--- config.mk ---
export PLATFORM = sky130hd
export DESIGN_NAME = blue_seq_alu_flat
export DESIGN_NICKNAME = d
export VERILOG_FILES = /design/src/rtl/blue_pkg.sv /design/src/rtl/blue_seq_alu_if.sv /design/src/rtl/blue_mul_iter.sv /design/src/rtl/blue_seq_alu.sv /design/src/flat_wrapper.sv
export SDC_FILE = /design/constraint.sdc
export NUM_CORES = 1
export LEC_CHECK = 0
export BUFFER_PORTS_ARGS = -buffer_cell sky130_fd_sc_hd__buf_2
export CAP_MARGIN = 25
export CORE_MARGIN = 5
export CORE_UTILIZATION = 55
export DETAILED_ROUTE_END_ITERATION = 10
export PLACE_DENSITY = 0.77
export RECOVER_POWER = 100
export REMOVE_ABC_BUFFERS = 1
export SETUP_SLACK_MARGIN = 0.5
export SYNTH_ARGS = -nofsm -noshare
export SYNTH_HDL_FRONTEND = slang
export SYNTH_SLANG_ARGS = --single-unit
--- constraint.sdc ---
create_clock -name clk -period 3 [get_ports clk]
set_input_delay 0.75 -clock clk [delete_from_list [all_inputs] [get_ports clk]]
set_output_delay 0.75 -clock clk [all_outputs]
set_load 0.005 [all_outputs]
--- src/rtl/blue_pkg.sv ---
// Shared types for the blue sequential ALU: opcodes, FSM states and flag bit positions.
package blue_pkg;

  typedef enum logic [3:0] {
    OP_ADD = 4'd0,
    OP_SUB = 4'd1,
    OP_AND = 4'd2,
    OP_OR  = 4'd3,
    OP_XOR = 4'd4,
    OP_NOT = 4'd5,
    OP_SHL = 4'd6,
    OP_SHR = 4'd7,
    OP_MUL = 4'd8,
    OP_CMP = 4'd9,
    OP_NOP = 4'd10
  } op_e;

  typedef enum logic [1:0] {
    ST_IDLE = 2'd0,
    ST_BUSY = 2'd1,
    ST_DONE = 2'd2
  } state_e;

  localparam int Z_BIT = 2;
  localparam int N_BIT = 1;
  localparam int C_BIT = 0;

endpackage

--- src/rtl/blue_seq_alu_if.sv ---
// Command/result handshake bundle between a requester (master) and the ALU (slave).
interface blue_seq_alu_if #(
  parameter int WIDTH = 16,
  parameter int OPW   = 4
);
  logic             in_valid;
  logic             in_ready;
  logic [OPW-1:0]   op;
  logic [WIDTH-1:0] a_in;
  logic [WIDTH-1:0] b_in;
  logic             out_valid;
  logic             out_ready;
  logic [WIDTH-1:0] a_out;
  logic [WIDTH-1:0] b_out;
  logic [2:0]       znc_out;
  logic             busy;

  modport master (
    output in_valid, op, a_in, b_in, out_ready,
    input  in_ready, out_valid, a_out, b_out, znc_out, busy
  );

  modport slave (
    input  in_valid, op, a_in, b_in, out_ready,
    output in_ready, out_valid, a_out, b_out, znc_out, busy
  );
endinterface

--- src/rtl/blue_mul_iter.sv ---
// Unsigned shift-add multiplier, one partial product per clock; done is asserted
// combinationally during the final iteration so product can be taken on that edge.
module blue_mul_iter #(
  parameter int WIDTH = 16
) (
  input  logic               clk,
  input  logic               rst,
  input  logic               start,
  input  logic [WIDTH-1:0]   a_in,
  input  logic [WIDTH-1:0]   b_in,
  output logic               done,
  output logic [2*WIDTH-1:0] product
);

  localparam int CW = $clog2(WIDTH) + 1;

  logic               running;
  logic [CW-1:0]      cnt;
  logic [WIDTH-1:0]   mcand;
  logic [2*WIDTH-1:0] acc;
  logic [WIDTH:0]     partial;

  // acc holds {high sum, remaining multiplier bits}; each step adds then shifts right
  always_comb begin
    partial = {1'b0, acc[2*WIDTH-1:WIDTH]} + {1'b0, (acc[0] ? mcand : {WIDTH{1'b0}})};
  end

  assign product = {partial, acc[WIDTH-1:1]};
  assign done    = running && (cnt == CW'(WIDTH - 1));

  always_ff @(posedge clk or posedge rst) begin
    if (rst) begin
      running <= 1'b0;
      cnt     <= '0;
      mcand   <= '0;
      acc     <= '0;
    end else if (start) begin
      running <= 1'b1;
      cnt     <= '0;
      mcand   <= a_in;
      acc     <= {{WIDTH{1'b0}}, b_in};
    end else if (running) begin
      acc <= product;
      cnt <= cnt + 1'b1;
      if (done)
        running <= 1'b0;
    end
  end

endmodule

--- src/rtl/blue_seq_alu.sv ---
// Sequential ALU: single-cycle ops finish on the accept edge, MUL runs through the
// iterative multiplier; results are held in DONE until the consumer takes them.
module blue_seq_alu
  import blue_pkg::*;
#(
  parameter int WIDTH = 16,
  parameter int OPW   = 4
) (
  input  logic            clk,
  input  logic            rst,
  blue_seq_alu_if.slave   bus
);

  localparam int SHW = $clog2(WIDTH);

  state_e             state;
  logic [WIDTH-1:0]   a_q;
  logic [WIDTH-1:0]   b_q;
  logic [2:0]         znc_q;
  op_e                op_dec;
  logic               accept;
  logic               mul_done;
  logic [2*WIDTH-1:0] mul_product;
  logic [WIDTH-1:0]   res_a;
  logic [WIDTH-1:0]   res_b;
  logic [2:0]         res_znc;
  logic               carry;
  logic               flag_wr;
  logic [WIDTH:0]     sum_w;
  logic [WIDTH:0]     sh_l;
  logic [WIDTH:0]     sh_r;
  logic [SHW-1:0]     amt;

  function automatic logic [2:0] make_flags(input logic [WIDTH-1:0] r, input logic c);
    logic [2:0] f;
    f        = '0;
    f[Z_BIT] = (r == '0);
    f[N_BIT] = r[WIDTH-1];
    f[C_BIT] = c;
    return f;
  endfunction

  // Opcodes above CMP, including any extra high bits when OPW > 4, decode as NOP
  assign op_dec = (bus.op <= OPW'(OP_CMP)) ? op_e'(bus.op[3:0]) : OP_NOP;

  assign bus.in_ready  = (state == ST_IDLE) && !rst;
  assign bus.out_valid = (state == ST_DONE);
  assign bus.busy      = (state == ST_BUSY);
  assign bus.a_out     = a_q;
  assign bus.b_out     = b_q;
  assign bus.znc_out   = znc_q;
  assign accept        = bus.in_valid && bus.in_ready;
  assign amt           = bus.b_in[SHW-1:0];

  always_comb begin
    res_a   = bus.a_in;
    res_b   = bus.b_in;
    res_znc = znc_q;
    carry   = 1'b0;
    flag_wr = 1'b1;
    sum_w   = {1'b0, bus.a_in} + {1'b0, bus.b_in};
    sh_l    = {1'b0, bus.a_in} << amt;
    sh_r    = {bus.a_in, 1'b0} >> amt;
    case (op_dec)
      OP_ADD: begin
        res_a = sum_w[WIDTH-1:0];
        carry = sum_w[WIDTH];
      end
      OP_SUB: begin
        res_a = bus.a_in - bus.b_in;
        carry = (bus.a_in >= bus.b_in);
      end
      OP_CMP: carry = (bus.a_in >= bus.b_in);
      OP_AND: res_a = bus.a_in & bus.b_in;
      OP_OR:  res_a = bus.a_in | bus.b_in;
      OP_XOR: res_a = bus.a_in ^ bus.b_in;
      OP_NOT: res_a = ~bus.a_in;
      OP_SHL: begin
        res_a = sh_l[WIDTH-1:0];
        carry = sh_l[WIDTH];
      end
      OP_SHR: begin
        res_a = sh_r[WIDTH:1];
        carry = sh_r[0];
      end
      default: flag_wr = 1'b0;
    endcase
    if (flag_wr)
      res_znc = make_flags(res_a, carry);
  end

  blue_mul_iter #(.WIDTH(WIDTH)) u_mul (
    .clk     (clk),
    .rst     (rst),
    .start   (accept && (op_dec == OP_MUL)),
    .a_in    (bus.a_in),
    .b_in    (bus.b_in),
    .done    (mul_done),
    .product (mul_product)
  );

  // Result registers only change when a transaction completes, so they hold through backpressure
  always_ff @(posedge clk or posedge rst) begin
    if (rst) begin
      state <= ST_IDLE;
      a_q   <= '0;
      b_q   <= '0;
      znc_q <= '0;
    end else begin
      case (state)
        ST_IDLE: if (accept) begin
          if (op_dec == OP_MUL) begin
            state <= ST_BUSY;
          end else begin
            state <= ST_DONE;
            a_q   <= res_a;
            b_q   <= res_b;
            znc_q <= res_znc;
          end
        end
        ST_BUSY: if (mul_done) begin
          state <= ST_DONE;
          a_q   <= mul_product[WIDTH-1:0];
          b_q   <= mul_product[2*WIDTH-1:WIDTH];
          znc_q <= make_flags(mul_product[WIDTH-1:0], mul_product[2*WIDTH-1:WIDTH] != '0);
        end
        ST_DONE: if (bus.out_ready) state <= ST_IDLE;
        default: state <= ST_IDLE;
      endcase
    end
  end

endmodule

--- src/flat_wrapper.sv ---
// flat-port wrapper written by rule: the top's interface ports become plain ports
module blue_seq_alu_flat import blue_pkg::*;
#(
  parameter int WIDTH = 16,
  parameter int OPW   = 4
)
  (clk, rst, bus_in_valid, bus_op, bus_a_in, bus_b_in, bus_out_ready, bus_in_ready, bus_out_valid, bus_a_out, bus_b_out, bus_znc_out, bus_busy);
  blue_seq_alu_if #(.WIDTH(WIDTH), .OPW(OPW)) bus_i ();
  input  logic clk;
  input  logic rst;
  input wire logic [$bits(bus_i.in_valid)-1:0] bus_in_valid;
  input wire logic [$bits(bus_i.op)-1:0] bus_op;
  input wire logic [$bits(bus_i.a_in)-1:0] bus_a_in;
  input wire logic [$bits(bus_i.b_in)-1:0] bus_b_in;
  input wire logic [$bits(bus_i.out_ready)-1:0] bus_out_ready;
  output wire logic [$bits(bus_i.in_ready)-1:0] bus_in_ready;
  output wire logic [$bits(bus_i.out_valid)-1:0] bus_out_valid;
  output wire logic [$bits(bus_i.a_out)-1:0] bus_a_out;
  output wire logic [$bits(bus_i.b_out)-1:0] bus_b_out;
  output wire logic [$bits(bus_i.znc_out)-1:0] bus_znc_out;
  output wire logic [$bits(bus_i.busy)-1:0] bus_busy;
  assign bus_i.in_valid = bus_in_valid;
  assign bus_i.op = bus_op;
  assign bus_i.a_in = bus_a_in;
  assign bus_i.b_in = bus_b_in;
  assign bus_i.out_ready = bus_out_ready;
  assign bus_in_ready = bus_i.in_ready;
  assign bus_out_valid = bus_i.out_valid;
  assign bus_a_out = bus_i.a_out;
  assign bus_b_out = bus_i.b_out;
  assign bus_znc_out = bus_i.znc_out;
  assign bus_busy = bus_i.busy;
  blue_seq_alu #(.WIDTH(WIDTH), .OPW(OPW)) u_core (.clk(clk), .rst(rst), .bus(bus_i));
endmodule
# --- After elaboration in Yosys (flattened, before gate mapping) ---
# Index checks and enable logic that the tools add are counted.
word_totals:
  elab_cells: 84
  output_inout_bits: 38
  inputBits: 40
  regBits: 91
classes:
  bitwise: 4
  eq_ne: 17
  shifts: 2
  mux: 30
  reduce_logical: 17
  add_sub_neg: 4
  magnitude_cmp: 2
op_table:
  columns: ["op", "count"]
  rows:
  - ["$pmux 16 s8", 1]
  - ["$mux 16", 7]
  - ["$mux 32", 2]
  - ["$pmux 16 s2", 2]
  - ["$add 16x16->17", 2]
  - ["$logic_not 16->1", 2]
  - ["$shl 16x4->17", 1]
  - ["$shr 17x4->17", 1]
  - ["$and 16x16->16", 1]
  - ["$eq 4x3->1 const B", 4]
  - ["$ge 16x16->1", 1]
  - ["$not 16->16", 1]
  - ["$or 16x16->16", 1]
  - ["$reduce_bool 16->1", 1]
  - ["$sub 16x16->16", 1]
  - ["$xor 16x16->16", 1]
  - ["$mux 3", 4]
  - ["$mux 5", 2]
  - ["$reduce_or 9->1", 1]
  - ["$eq 4x2->1 const B", 2]
  - ["$eq 4x4->1 const B", 2]
  - ["$mux 2", 4]
  - ["$ne 2x1->1 const B", 3]
  - ["$pmux 2 s3", 1]
  - ["20 further kinds", 28]

# --- Logic depth before layout (Yosys ltp) ---
depth:
  word_depth: 9
  ltp_mapped: 15
  depth_no_buf: 13

# --- Cells and area by module ---
# A second synthesis with hierarchy kept.
hier_totals:
  hier_cells: 1184
  area_unflattened_um2: 9520.4
by_module_without_submodules:
  columns: ["module", "cells_per_inst", "instances", "area_each_um2", "seq_area_each_um2"]
  rows:
  - ["blue_seq_alu", 837, 1, 6174.7, 925.9]
  - ["blue_mul_iter", 347, 1, 3345.7, 1351.3]

# --- Worst setup path after synthesis ---
# OpenSTA, ideal clock, no wires.
synth_timing:
  path_kind: "input-to-reg"
  start: "input bus_b_in[2]"
  end: "register u_core.znc_q[1] (netlist: u_core.bus.znc_out[1])"
  t_required_ns: 2.875
  path_slack_ns: -1.014
  arrival_ns: 3.889
  setup_time_ns: 0.125
  stages: 15
  n_path_buf: 4
  cell_sequence: "buf_6 buf_2 inv_1 buf_2 buf_1 ha_1 o21ai_0 o21ai_1 a2111oi_0 o31a_1 o31ai_1 and4_1 a211oi_1 o21ai_1 mux2_2"
synth_between:
  elab_chain_len: 6
  word_cells_on_any_way: 9
  classes_between: "2 x add/sub; 2 x shift; 5 x mux"
synth_rtl:
  columns: ["item", "line", "text"]
  rows:
  - ["start: declaration", "flat_wrapper.sv:14", "input wire logic [$bits(bus_i.b_in)-1:0] bus_b_in;"]
  - ["$sub 16x16->16 (tied with other cells)", "blue_seq_alu.sv:70", "res_a = bus.a_in - bus.b_in;"]
  - ["$pmux 16 s8 (*)", "blue_seq_alu.sv:64", "case (op_dec)"]
  - ["$mux 3 (*)", "blue_seq_alu.sv:88", "if (flag_wr)"]
  - ["$mux 3 (*)", "blue_seq_alu.sv:112", "if (op_dec == OP_MUL) begin"]
  - ["$mux 3 (*)", "blue_seq_alu.sv:111", "ST_IDLE: if (accept) begin"]
  - ["$pmux 3 s2 (*)", "blue_seq_alu.sv:110", "case (state)"]
  - ["end signal: assignment", "blue_seq_alu.sv:118", "znc_q <= res_znc;"]
  - ["end signal: assignment", "blue_seq_alu.sv:125", "znc_q <= make_flags(mul_product[WIDTH-1:0], mul_product[2*WIDTH-1:WIDTH] != '0);"]
  - ["end: declaration", "blue_seq_alu.sv:19", "logic [2:0] znc_q;"]
# Mark *: on every way between the ends. The rest lies on a longest branch, timed or not. The select of a mux whose other input is x is not followed.
# A chain may end at the register's enable or synchronous reset.

# --- Worst setup path after layout ---
layout_timing:
  start: "register u_core.u_mul.acc[0]"
  end: "register u_core.znc_q[0] (netlist: u_core.bus.znc_out[0])"
layout_between:
  elab_chain_len: 5
layout_rtl:
  columns: ["item", "line", "text"]
  rows:
  - ["start: declaration", "blue_mul_iter.sv:20", "logic [2*WIDTH-1:0] acc;"]
  - ["start signal: assignment", "blue_mul_iter.sv:41", "acc <= {{WIDTH{1'b0}}, b_in};"]
  - ["start signal: assignment", "blue_mul_iter.sv:43", "acc <= product;"]
  - ["$mux 16", "blue_mul_iter.sv:25", "partial = {1'b0, acc[2*WIDTH-1:WIDTH]} + {1'b0, (acc[0] ? mcand : {WIDTH{1'b0}})};"]
  - ["$add 16x16->17", "blue_mul_iter.sv:25", null]
  - ["$reduce_bool 16->1", "blue_seq_alu.sv:125", null]
  - ["$mux 3", "blue_seq_alu.sv:121", "ST_BUSY: if (mul_done) begin"]
  - ["$pmux 3 s2", "blue_seq_alu.sv:110", null]
# Every way passes these cells. The select of a mux whose other input is x is not followed.

==> results.py <==
metrics = {
    "clock_network": {
        "cts_buffers": 9,
        "ctsHoldBuffers": 0,
        "cts.path.max_buffers": 2,
        "cts_tree": "built",
        "clock_sinks": 91,
        "h-tree-depth": 3,
        "insertion_delay_ps": 340,
        "root_buffer": "clkbuf_16",
        "cts.clk_slew.worst_paths_ps": 70,
    },
    "timing": {
        "whs_ps": 335,
        "rsz0062_at_grt": "yes",
        "fmax_mhz": 316,
        "tightest_slew_ps": 1560,
        "drv_slew": 30,
        "worst_slack_ps": -167,
        "finalSetupTns_ps": -815,
        "setup_viol": 11,
        "skew_ps": 13.0,
        "period_share": 1.06,
        "min_period_ps": 3170,
        "slew_headroom": -0.0417,
        "hold_violations": 0,
    },
    "floorplanning": {
        "fp.dieW_microns": 141,
        "initial_utilization": 0.554,
        "die_h_microns": 141,
        "coreArea_sq_um": 17100,
        "dieArea_sq_um": 20000,
        "io_pins": 78,
        "row_count": 48,
    },
    "cells_and_area": {
        "instances_no_fill": 1755,
        "final_nets": 1639,
        "n_fill_cell": 973,
        "area_growth_pct": 51.0,
        "drive_gt1_frac": 0.431,
    },
    "critical_path": {
        "crit_family": "compound AO/OA/AOI/OAI gates",
        "crit_required_ps": 3220,
        "arrival_ps": 3390,
        "critPathBufInv": 2,
        "crit_path_max_fanout": 3,
        "crit_type": "flip-flop to flip-flop",
        "slowest_stage": "dfrtp_1",
        "startpoint_type": "flip-flop",
        "crit_chain": "and2_1, ha_2, inv_2, fa_2, nor2b_4, o31a_1, o311ai_2, buf_4, nand2_1, a21o_1, a211oi_2, nor3_2, nor4_2, a31oi_1",
        "cp_slowest_stage_delay_ps": 410,
        "setup.worst_path.end_class": "flip-flop",
    },
    "power_and_ir_drop": {
        "intPower_mw": 4.44,
        "swShare": 0.430,
        "comb_power_share": 0.588,
        "p_per_area_nw_per_um2": 543,
        "p_clk_frac": 0.143,
        "p_switching_mw": 3.34,
        "power_frac_seq": 0.268,
        "p_leak_nw": 6.43,
        "ir_drop_mv": 0.526,
    },
    "logic_synthesis": {
        "synth_cells": 1188,
        "yosys-top-cells-count": "126 x nand2_1, 107 x nor2_1, 104 x o21ai_0, 91 x dfrtp_1, 75 x a21oi_1",
        "synth_edf_count": 0,
        "synthFlopType": "dfrtp_1",
        "synthArstFlopShare": 1.00,
        "synth_warnings": 0,
        "yosys.area.top_type": "dfrtp_1",
        "synth-seq-cells": 91,
        "syn-mean-instance-area_sq_um": 7.98,
        "synth_area_sq_um": 9480,
        "synthMostInstantiatedCell": "nand2_1",
        "yosys.cell_types.count": 81,
        "ys_top_cells_by_area": "dfrtp_1 24%, ha_1 9.5%, mux2i_1 6.9%",
        "synth_top_area_share": 0.240,
        "yosysSeqAreaShare": 0.240,
    },
    "placed_design": {
        "place.port_buffers": 77,
        "dp_cells": 1701,
        "routabilityCongestion": 1.06,
        "dp_slack_ps": -824,
        "dp_hpwl_mm": 29.5,
    },
    "global_routing": {
        "grt_pass1_wl_mm": 62.4,
        "overflow": 0,
        "antenna_found_initial": 0,
        "grt_pass1_vias": 11300,
        "grtUsageTotal": 0.397,
        "grt_max_degree": 61,
    },
    "outcome": {
        "violations": "capacitance limit, slew limit, setup timing",
        "outcome": "complete, but fails checks",
    },
    "detailed_routing": {
        "drt-vias-per-instance": 6.80,
        "drt_pass1_iterations": 6,
        "wl_met2_mm": 19.7,
        "wl_mm": 43.7,
        "wl_met1_mm": 15.6,
        "wl_met3_mm": 4.75,
        "top_layer": "met4",
        "ant_nets": 0,
        "vias": 11900,
        "drc": 0,
        "drtIter0Drc": 1661,
        "wire_per_inst_microns": 24.9,
    },
    "run": {
        "maxCapViolCount": 1,
    },
    "min_path": {
        "worstHoldPathType": "input pin to asynchronous set/reset pin",
    },
}
-- routing by layer --
metal  vias to the layer above  GRT usage
met4                         0      0.221
li1                       5029          -
met3                       321     0.0671
met5                         -          0
met2                       996      0.653
met1                      5589      0.496
-- cell type report --
type	instances	area, sq um	area share
clock inverter	4	32.5	0.00227
multi-input combinational	943	7810	0.545
tap	225	282	0.0197
antenna	1	2.50	0.000175
inverter	61	270	0.0189
clock buffer	12	256	0.0179
timing repair buffer	418	3390	0.237
sequential	91	2280	0.159
-- power groups by stage --
stage	logic (mW)	clock network, mW	registers [mW]
floorplan	1.97	0	2.07
global placement	3.45	0	2.03
detailed placement	3.58	0	2.07
CTS	3.98	1.10	2.05
global route	4.86	1.14	2.13
finish	4.58	1.11	2.09
-- what timing repair did --
action	CTS	global route
setup buffers	19	14
resized for setup	229	129
cloned	3	1
endpoints found under the setup margin	35	42
pin swaps	75	51
-- path summary, 6_finish.rpt --
check                      slack, ps  cells after the start            startpoint               endpoint
max reg2reg                     -170                     14   u_core.u_mul.acc[0]  u_core.bus.znc_out[0]
max                             -170                     14   u_core.u_mul.acc[0]  u_core.bus.znc_out[0]
min reg2reg                      480                      2  u_core.bus.b_out[11]   u_core.bus.b_out[11]
min in group clk                 480                      2  u_core.bus.b_out[11]   u_core.bus.b_out[11]
min                              330                      2                   rst    u_core.bus.a_out[3]
max in group asynchronous        830                      3                   rst   u_core.u_mul.running
-- sequential cells by signal (all words and copies together), names as in the netlist --
name,cells
u_core.state,2
u_core.u_mul.mcand,16
u_core.bus.b_out,16
u_core.u_mul.running,1
u_core.bus.znc_out,3
u_core.u_mul.cnt,5
u_core.u_mul.acc,32
u_core.bus.a_out,16
-- cell families after synthesis --
kind of cell	Yosys count	share of synthesized area
AOI/OAI and AO/OA	365	0.253
xor gates and xnor gates	25	0.0231
adders and majority gates	75	0.101
buffers and inverters	154	0.0681
DFF	91	0.240
muxes	99	0.126
and+or+nand+nor	379	0.188
-- stage by stage --
step	util	power (mW)	area (sq um)
final	0.837	7.78	14300
after global routing	0.837	8.13	14300
after CTS	0.800	7.13	13700
after floorplan	-	4.04	9070
after detailed placement	0.710	5.65	12200
after global placement	0.710	5.48	12200
-- cells in the final DEF (no fill, tap or decap), drive strengths merged, types with 19 or more instances in the layout --
cell type,n
ha,72
inv,59
mux2,20
o21ai,108
nor2,107
xnor2,19
nor3,24
dfrtp,91
buf,388
mux2i,65
a211oi,21
a21oi,75
nand2,126
and2,22
clkbuf,40
Power figures use the tool's default switching activity.
